**config.mk**
```make
export PLATFORM = sky130hd
export DESIGN_NAME = aes_sub_bytes_seq
export DESIGN_NICKNAME = d
export VERILOG_FILES = /design/src/rtl/aes_sub_bytes_seq.sv
export SDC_FILE = /design/constraint.sdc
export NUM_CORES = 2
export LEC_CHECK = 0
export ABC_CLOCK_PERIOD_IN_PS = 35200
export BUFFER_PORTS_ARGS = -buffer_cell sky130_fd_sc_hd__buf_4
export CAP_MARGIN = 0
export CELL_PAD_IN_SITES_DETAIL_PLACEMENT = 0
export CELL_PAD_IN_SITES_GLOBAL_PLACEMENT = 1
export CORE_MARGIN = 3
export CORE_UTILIZATION = 34
export CTS_BUF_LIST = sky130_fd_sc_hd__clkbuf_4 sky130_fd_sc_hd__clkbuf_8 sky130_fd_sc_hd__clkbuf_16
export CTS_CLUSTER_SIZE = 28
export DETAILED_ROUTE_END_ITERATION = 6
export GPL_ROUTABILITY_DRIVEN = 0
export GPL_TIMING_DRIVEN = 0
export PLACE_DENSITY_LB_ADDON = 0.05
export RECOVER_POWER = 25
export SLEW_MARGIN = 20
export SYNTH_ARGS = -nofsm -noshare
export SYNTH_HDL_FRONTEND = slang
export SYNTH_HIERARCHICAL = 1
export SYNTH_SLANG_ARGS = --single-unit
```
**constraint.sdc**
```tcl
create_clock -name clk -period 35.2 [get_ports clk]
set_clock_uncertainty 0.1 [all_clocks]
set_input_delay 10.56 -clock clk [delete_from_list [all_inputs] [get_ports clk]]
set_output_delay 10.56 -clock clk [all_outputs]
set_load 0.02 [all_outputs]
```
**src/rtl/aes_sub_bytes_seq.sv**
```systemverilog
// Sequential AES SubBytes: one 128-bit state is substituted SBOX_LANES bytes
// per cycle through shared S-box lanes. Result returned via valid/ready.
// Optional macro AES_SUBBYTES_SHIFTROWS_EN: also applies ShiftRows as output
// wiring (no added latency).

// Single AES S-box lane: GF(2^8) inverse (x^254) followed by the affine map.
module aes_sbox (
  input  logic [7:0] a,
  output logic [7:0] y
);
  function automatic logic [7:0] gmul(input logic [7:0] x, input logic [7:0] z);
    logic [7:0] p, xa, zb;
    p  = 8'h00;
    xa = x;
    zb = z;
    for (int i = 0; i < 8; i++) begin
      if (zb[0]) p = p ^ xa;
      xa = {xa[6:0], 1'b0} ^ (xa[7] ? 8'h1b : 8'h00);
      zb = {1'b0, zb[7:1]};
    end
    return p;
  endfunction

  localparam logic [7:0] EXP = 8'hfe;  // 254: a^254 = a^-1, and 0 maps to 0

  logic [7:0] inv;

  // square-and-multiply inverse, then affine transform
  always_comb begin
    inv = 8'h01;
    for (int i = 7; i >= 0; i--) begin
      inv = gmul(inv, inv);
      if (EXP[i]) inv = gmul(inv, a);
    end
    y = inv ^ {inv[6:0], inv[7]} ^ {inv[5:0], inv[7:6]} ^
        {inv[4:0], inv[7:5]} ^ {inv[3:0], inv[7:4]} ^ 8'h63;
  end
endmodule

module aes_sub_bytes_seq #(
  parameter int SBOX_LANES = 4
) (
  input  logic         clk,
  input  logic         rst_n,
  input  logic         flush,
  input  logic         in_valid,
  output logic         in_ready,
  input  logic [127:0] in_state,
  output logic         out_valid,
  input  logic         out_ready,
  output logic [127:0] out_state,
  output logic         busy
);
  localparam int ITER = 16 / SBOX_LANES;
  localparam int CW   = (ITER > 1) ? $clog2(ITER) : 1;

  generate
    if (!(SBOX_LANES == 1 || SBOX_LANES == 2 || SBOX_LANES == 4 ||
          SBOX_LANES == 8 || SBOX_LANES == 16)) begin : g_bad_lanes
      $error("aes_sub_bytes_seq: SBOX_LANES must be 1, 2, 4, 8 or 16");
    end
  endgenerate

  typedef enum logic [1:0] {IDLE, BUSY, DONE} st_t;

  st_t                              state, nxt;
  logic [CW-1:0]                    cnt;
  logic [15:0][7:0]                 work;   // element 15 holds s0
  logic [SBOX_LANES-1:0][7:0]       sb_in, sb_out;
  logic [SBOX_LANES-1:0][3:0]       widx;   // work element touched by each lane
  logic                             last;

  assign last = (cnt == CW'(ITER - 1));

  // lane l handles byte cnt*LANES+l of the current slice
  generate
    for (genvar l = 0; l < SBOX_LANES; l++) begin : g_lane
      logic [4:0] bidx;
      assign bidx    = 5'(cnt) * 5'(SBOX_LANES) + 5'(l);
      assign widx[l] = 4'(5'd15 - bidx);
      assign sb_in[l] = work[widx[l]];
      aes_sbox u_sbox (.a(sb_in[l]), .y(sb_out[l]));
    end
  endgenerate

  // state register
  always_ff @(posedge clk or negedge rst_n) begin
    if (!rst_n) state <= IDLE;
    else        state <= nxt;
  end

  // next-state logic; flush overrides everything
  always_comb begin
    nxt = state;
    if (flush) nxt = IDLE;
    else begin
      case (state)
        IDLE:    if (in_valid)  nxt = BUSY;
        BUSY:    if (last)      nxt = DONE;
        DONE:    if (out_ready) nxt = IDLE;
        default:                nxt = IDLE;
      endcase
    end
  end

  // handshake outputs decoded from state
  always_comb begin
    in_ready  = (state == IDLE);
    out_valid = (state == DONE);
    busy      = (state == BUSY) || (state == DONE);
  end

  // work register and slice counter; bytes rewritten in place
  always_ff @(posedge clk or negedge rst_n) begin
    if (!rst_n) begin
      work <= '0;
      cnt  <= '0;
    end else if (flush) begin
      cnt  <= '0;
    end else begin
      case (state)
        IDLE: if (in_valid) begin
          work <= in_state;
          cnt  <= '0;
        end
        BUSY: begin
          for (int l = 0; l < SBOX_LANES; l++) work[widx[l]] <= sb_out[l];
          cnt <= cnt + 1'b1;
        end
        default: ;
      endcase
    end
  end

  // output byte order; ShiftRows is pure wiring when enabled
`ifdef AES_SUBBYTES_SHIFTROWS_EN
  always_comb begin
    out_state = '0;
    for (int c = 0; c < 4; c++)
      for (int r = 0; r < 4; r++)
        out_state[127-8*(4*c+r) -: 8] = work[15 - (4*((c+r)%4) + r)];
  end
`else
  always_comb begin
    out_state = work;
  end
`endif
endmodule

```
; ---- Word-level counts from Yosys, hierarchy flattened
; Index checks and enable logic that the tools add are counted.
[classes]
n_addsub = 8
order_cmp = 8
eq_ne = 7
muxes = 842
bitwise = 777
reduce_logical = 11
[op_table]
columns = op, count
row1 = bitwise XOR 8 bit, 744
row2 = 2-to-1 mux 8 bit, 428
row3 = 2-to-1 mux 5 bit, 368
row4 = bitwise mux 128 bit, 4
row5 = case mux 128 bit (2 select lines), 1
row6 = binary-select mux 8 bit (select 4 bit), 4
row7 = demux 8 bit (select 4 bit), 4
row8 = 2-to-1 mux 128 bit, 1
row9 = 2-to-1 mux 7 bit, 4
row10 = inverter 1 bit (first input constant), 28
row11 = 2-to-1 mux 6 bit, 4
row12 = less-than comparator 4 x 5 -> 1 bit (second input constant), 4
row13 = 2-to-1 mux 2 bit, 10
row14 = greater-or-equal comparator 4 x 1 -> 1 bit (second input constant), 4
row15 = 2-to-1 mux 4 bit, 4
row16 = inverter 4 bit, 4
row17 = subtractor 4 bit (first input constant), 4
row18 = 2-to-1 mux 3 bit, 4
row19 = adder 4 x 2 -> 4 bit (second input constant), 2
row20 = inequality test 3 bit (second input constant), 2
row21 = case mux 2 bit (3 select lines), 1
row22 = AND reduction 3 bit, 2
row23 = adder 4 x 1 -> 4 bit (second input constant), 1
row24 = equality test 2 bit (second input constant), 2
row25 = other kinds (13), 19
[word_totals]
regBits = 132
input_bits = 133
out_inout_bits = 131
word_cells = 1671

; ---- Logic depth before layout (Yosys ltp)
[depth]
depth_word = 229
ltp_mapped = 94
mapped_depth_nobuf = 85

; ---- By module
; Netlist, hierarchy kept.
[modules_own_cells]
columns = mod, n_inst, cells_each, area_per_inst_um2, seq_area_each_um2
row1 = aes_sbox, 4, 1801, 14800.4, 0.0
row2 = aes_sub_bytes_seq, 1, 771, 7898.8, 3303.2

; ---- Least setup slack after synthesis
; No wires, ideal clock.
[synth_path]
kind = register to register
startpoint = reg cnt[0]
endpoint = reg work (netlist bit out_state[99])
setup_ns = 0.125
t_arrival_ns = 22.422
required_time_ns = 34.975
path_slack_ns = 12.553
path_stages_with_launch = 91
n_path_buf = 10
period_less_slack_ns = 22.647
path_cell_list = dfrtp_1 buf_2 buf_2 mux4_2 ha_1 clkbuf_1 a21o_1 a221o_1 a221oi_2 xor2_2 buf_2 nor2_1 xnor3_1 xnor3_1 clkinv_1 ha_1 clkbuf_1 xor2_1 [... 55 more ...] xnor2_4 xnor2_2 xnor2_2 nand2_1 xnor2_1 xnor2_1 xnor3_1 ha_1 xor2_1 xnor3_1 xnor2_1 nor2_1 xnor3_1 xnor3_2 xor2_1 nand3_1 o21ai_0 mux2_2
[synth_lines]
columns = element, line_no
row1 = start: declaration, 67  ; logic [CW-1:0] cnt;
row2 = start signal: assignment, 128  ; cnt <= cnt + 1'b1;
row3 = end signal: assignment, 123  ; work <= in_state;
row4 = end: declaration, 68  ; logic [15:0][7:0] work;

==> reports/metrics.yaml <==
logic_synthesis:
  yosys_warnings: 6
  synth-seq-cells: 132
  post-synth-top-area-cell: "xnor2_1"
  syn_area_mm2: 0.06710
  synth_cell_type_count: 107
  syn_inst: 7975
  synth_area_leaders: "xnor2_1 (17%), xnor3_1 (14%), nand2_1 (5.9%)"
  synthFlopType: "dfrtp_1"
  avgSynthCellArea_um2: 8.414
  seq_area_frac_synth: 0.04923
  yosys.area.top_type_share: 0.1676
  synthesis.nets: 8144
  synth_enable_flop_cells: 0
  async_reset_ff_frac: 1.000
cts:
  numCtsBuffers: 17
  clock_path_buffers: 2
  cts_resized: 0
  path_clk_slew_ns: 0.06
  clock_latency_ns: 0.48
  cts_tree: "done"
  cts_hold_buf: 0
  root_buffer: "clkbuf_16"
  post_cts_buffers: 0
  clock-sinks: 132
  htreeDepth: 4
timing:
  setup-tns-final_ns: 0
  hold_ws_ns: 0.4420
  period_minus_slack_ns: 29.89
  hold_violations: 0
  fin_ws_ns: 5.308
  final.period_utilization: 0.8492
  rsz0062_at_grt: "no"
  worst_slew_pin_slew_ns: 4.324
  max_slew_margin: -1.883
  setup_viol_count_final: 0
  drv_slew: 135
  fmax_ghz: 0.03345
place:
  post_dp_cell_area_mm2: 0.07243
  port-buffer-count: 262
  hpwl_mm: 217.5
  dp_worst_setup_slack_ns: 5.290
setup_path:
  critical_path_arrival_ns: 30.12
  worst_r2r_endpoint: "out_state[8]"
  r2r_slack_ns: 5.31
  critPathMaxFanout: 10
  r2r_cells: 88
  critical_path_required_ns: 35.43
  worst_path_largest_cell_delay_ns: 0.88
  cp_num_buf_inv: 15
  crit_path_start_kind: "flip-flop"
  end_kind: "flip-flop"
  crit_top_cell: "xnor2_1"
  worst_path_max_delay_cell: "xnor2_1"
  critical_path_class: "flip-flop to flip-flop"
  critical-path-top-delay-family: "XOR/XNOR gates"
  r2r-start: "cnt[1]"
job:
  max-cap-violations: 2
final_layout:
  layout-drive-gt1-share: 0.1345
  multi_input_area_mm2: 0.06010
  ff_latch_area_mm2: 0.003303
  nets: 8426
  design_area_mm2: 0.07305
  syn_to_final_growth_pct: 8.867
  nFillCells: 20480
detailed_routing:
  ant_nets: 0
  drc: 2
  viasPerCell: 5.459
  num_vias: 59610
  drtIter0Drc: 4860
  drtPass1Iterations: 7
  wirelength_mm: 274.6
  post_drt_wl_per_cell_um: 25.15
grt:
  grt_max_degree: 68
  grtUsageTotal: 0.2600
  grt_overflow: 0
  antenna_found_initial: 8
  grt_pass1_wl_mm: 403.7
  grt_pass1_vias: 58260
floorplanning:
  core_mm2: 0.1956
  dieArea_mm2: 0.2027
  die_y_um: 450.2
  fp-row-count: 162
  ios: 264
  die-width_um: 450.2
  start_util: 0.3430
status:
  status: "finished, violations left"
  violations: "design-rule violations, max-capacitance violations, max-slew violations"
min_path:
  hold_depth: 2
  hold_end: "out_state[102]"
  min_from: "out_state[102]"
  worst_hold_path_type: "flip-flop to flip-flop"
## worst reg2reg max path, delay by kind of cell (launching register included)
kind	cells	cell delay (ns)
XOR/XNOR	42	16.13
buffers and inverters	15	4.94
adder cells (fa/ha/maj)	7	2.64
AND/OR/NAND/NOR	13	2.53
AO/OA/AOI/OAI	9	2.42
multiplexers	2	0.62
flip-flops	1	0.37
## Yosys cell counts (56+ instances only)
cell	number
xnor2_1	1284
nand2_1	1052
nor2_1	604
xor2_1	436
xnor3_1	428
mux2i_1	360
a21oi_1	315
clkbuf_1	255
inv_1	227
o21ai_0	226
nor2b_1	183
buf_2	161
xnor2_2	144
nand3_1	136
dfrtp_1	132
nor3_1	130
xor3_1	92
and2_1	88
o211ai_1	88
o21ai_1	80
a22oi_1	76
nand2b_1	58
a211oi_1	56
## cells by family (layout without fill, tap and decap cells)
family                   count (synthesis)  count (layout)  share of synthesized area
XOR/XNOR                              2524            2524                     0.4829
AND/OR/NAND/NOR                       2607            2607                     0.1826
multiplexers                           432             432                    0.07138
other                                    0              26                          0
flip-flops                             132             132                    0.04923
adder cells (fa/ha/maj)                 36              36                   0.006713
AO/OA/AOI/OAI                         1426            1426                     0.1518
buffers and inverters                  818            1112                    0.05536
## registers in the layout (all words and copies together) (netlist names)
| register | cells |
|---|---|
| state | 2 |
| cnt | 2 |
| out_state | 128 |
## how the worst max path moves through the flow
stage | from | to | slack [ns] | cells past startpoint
floorplan | cnt[0] | out_state[99] | 12.55 | 90
global placement | cnt[1] | out_state[8] | 4.87 | 88
detailed placement | cnt[1] | out_state[8] | 5.29 | 88
CTS | cnt[1] | out_state[8] | 5.18 | 88
global route | cnt[1] | out_state[8] | 3.30 | 91
finish | cnt[1] | out_state[8] | 5.31 | 88
## cells in the final DEF, fill, tap and decap left out, types with 92 or more instances in the layout
cell,instances
o21ai_0,226
dfrtp_1,132
nor2b_1,183
mux2i_1,360
xnor3_1,428
a21oi_1,315
buf_2,165
nand2_1,1052
xnor2_2,145
nor2_1,604
clkbuf_1,242
nand3_1,136
xor2_1,435
inv_1,227
xor3_1,92
buf_4,298
nor3_1,130
xnor2_1,1283
## layout make-up
class                           instances  area share
Timing Repair Buffer                  263     0.02687
Buffer                                543     0.03698
Antenna cell                           26   0.0008907
Multi-Input combinational cell       7025      0.8227
Tap cell                             2624     0.04494
Sequential cell                       132     0.04522
Clock buffer                           17    0.005824
Inverter                              275     0.01413
Clock inverter                         14    0.002449
## stage by stage
| step | utilization | std cells |
|---|---|---|
| 2_1_floorplan | - | 7975 |
| 3_5_place_dp | 0.3703 | 10860 |
| 3_3_place_gp | 0.3699 | 10860 |
| 4_1_cts | 0.3734 | 10890 |
| 6_report | 0.3735 | 10920 |
| 5_1_grt | 0.3735 | 10920 |
## layer usage
metal / track usage / part of all wire / vias up
li1: - / - / 28270
met3: 0.01173 / 0.037 / 234
met2: 0.4518 / 0.49 / 1525
met4: 0.1035 / 0.045 / 0
met5: 0 / 0 / -
met1: 0.3382 / 0.43 / 29580
Power is left out: the tool's default activity adds up to more than one toggle a clock period on the data nets, which glitch-free logic cannot reach.
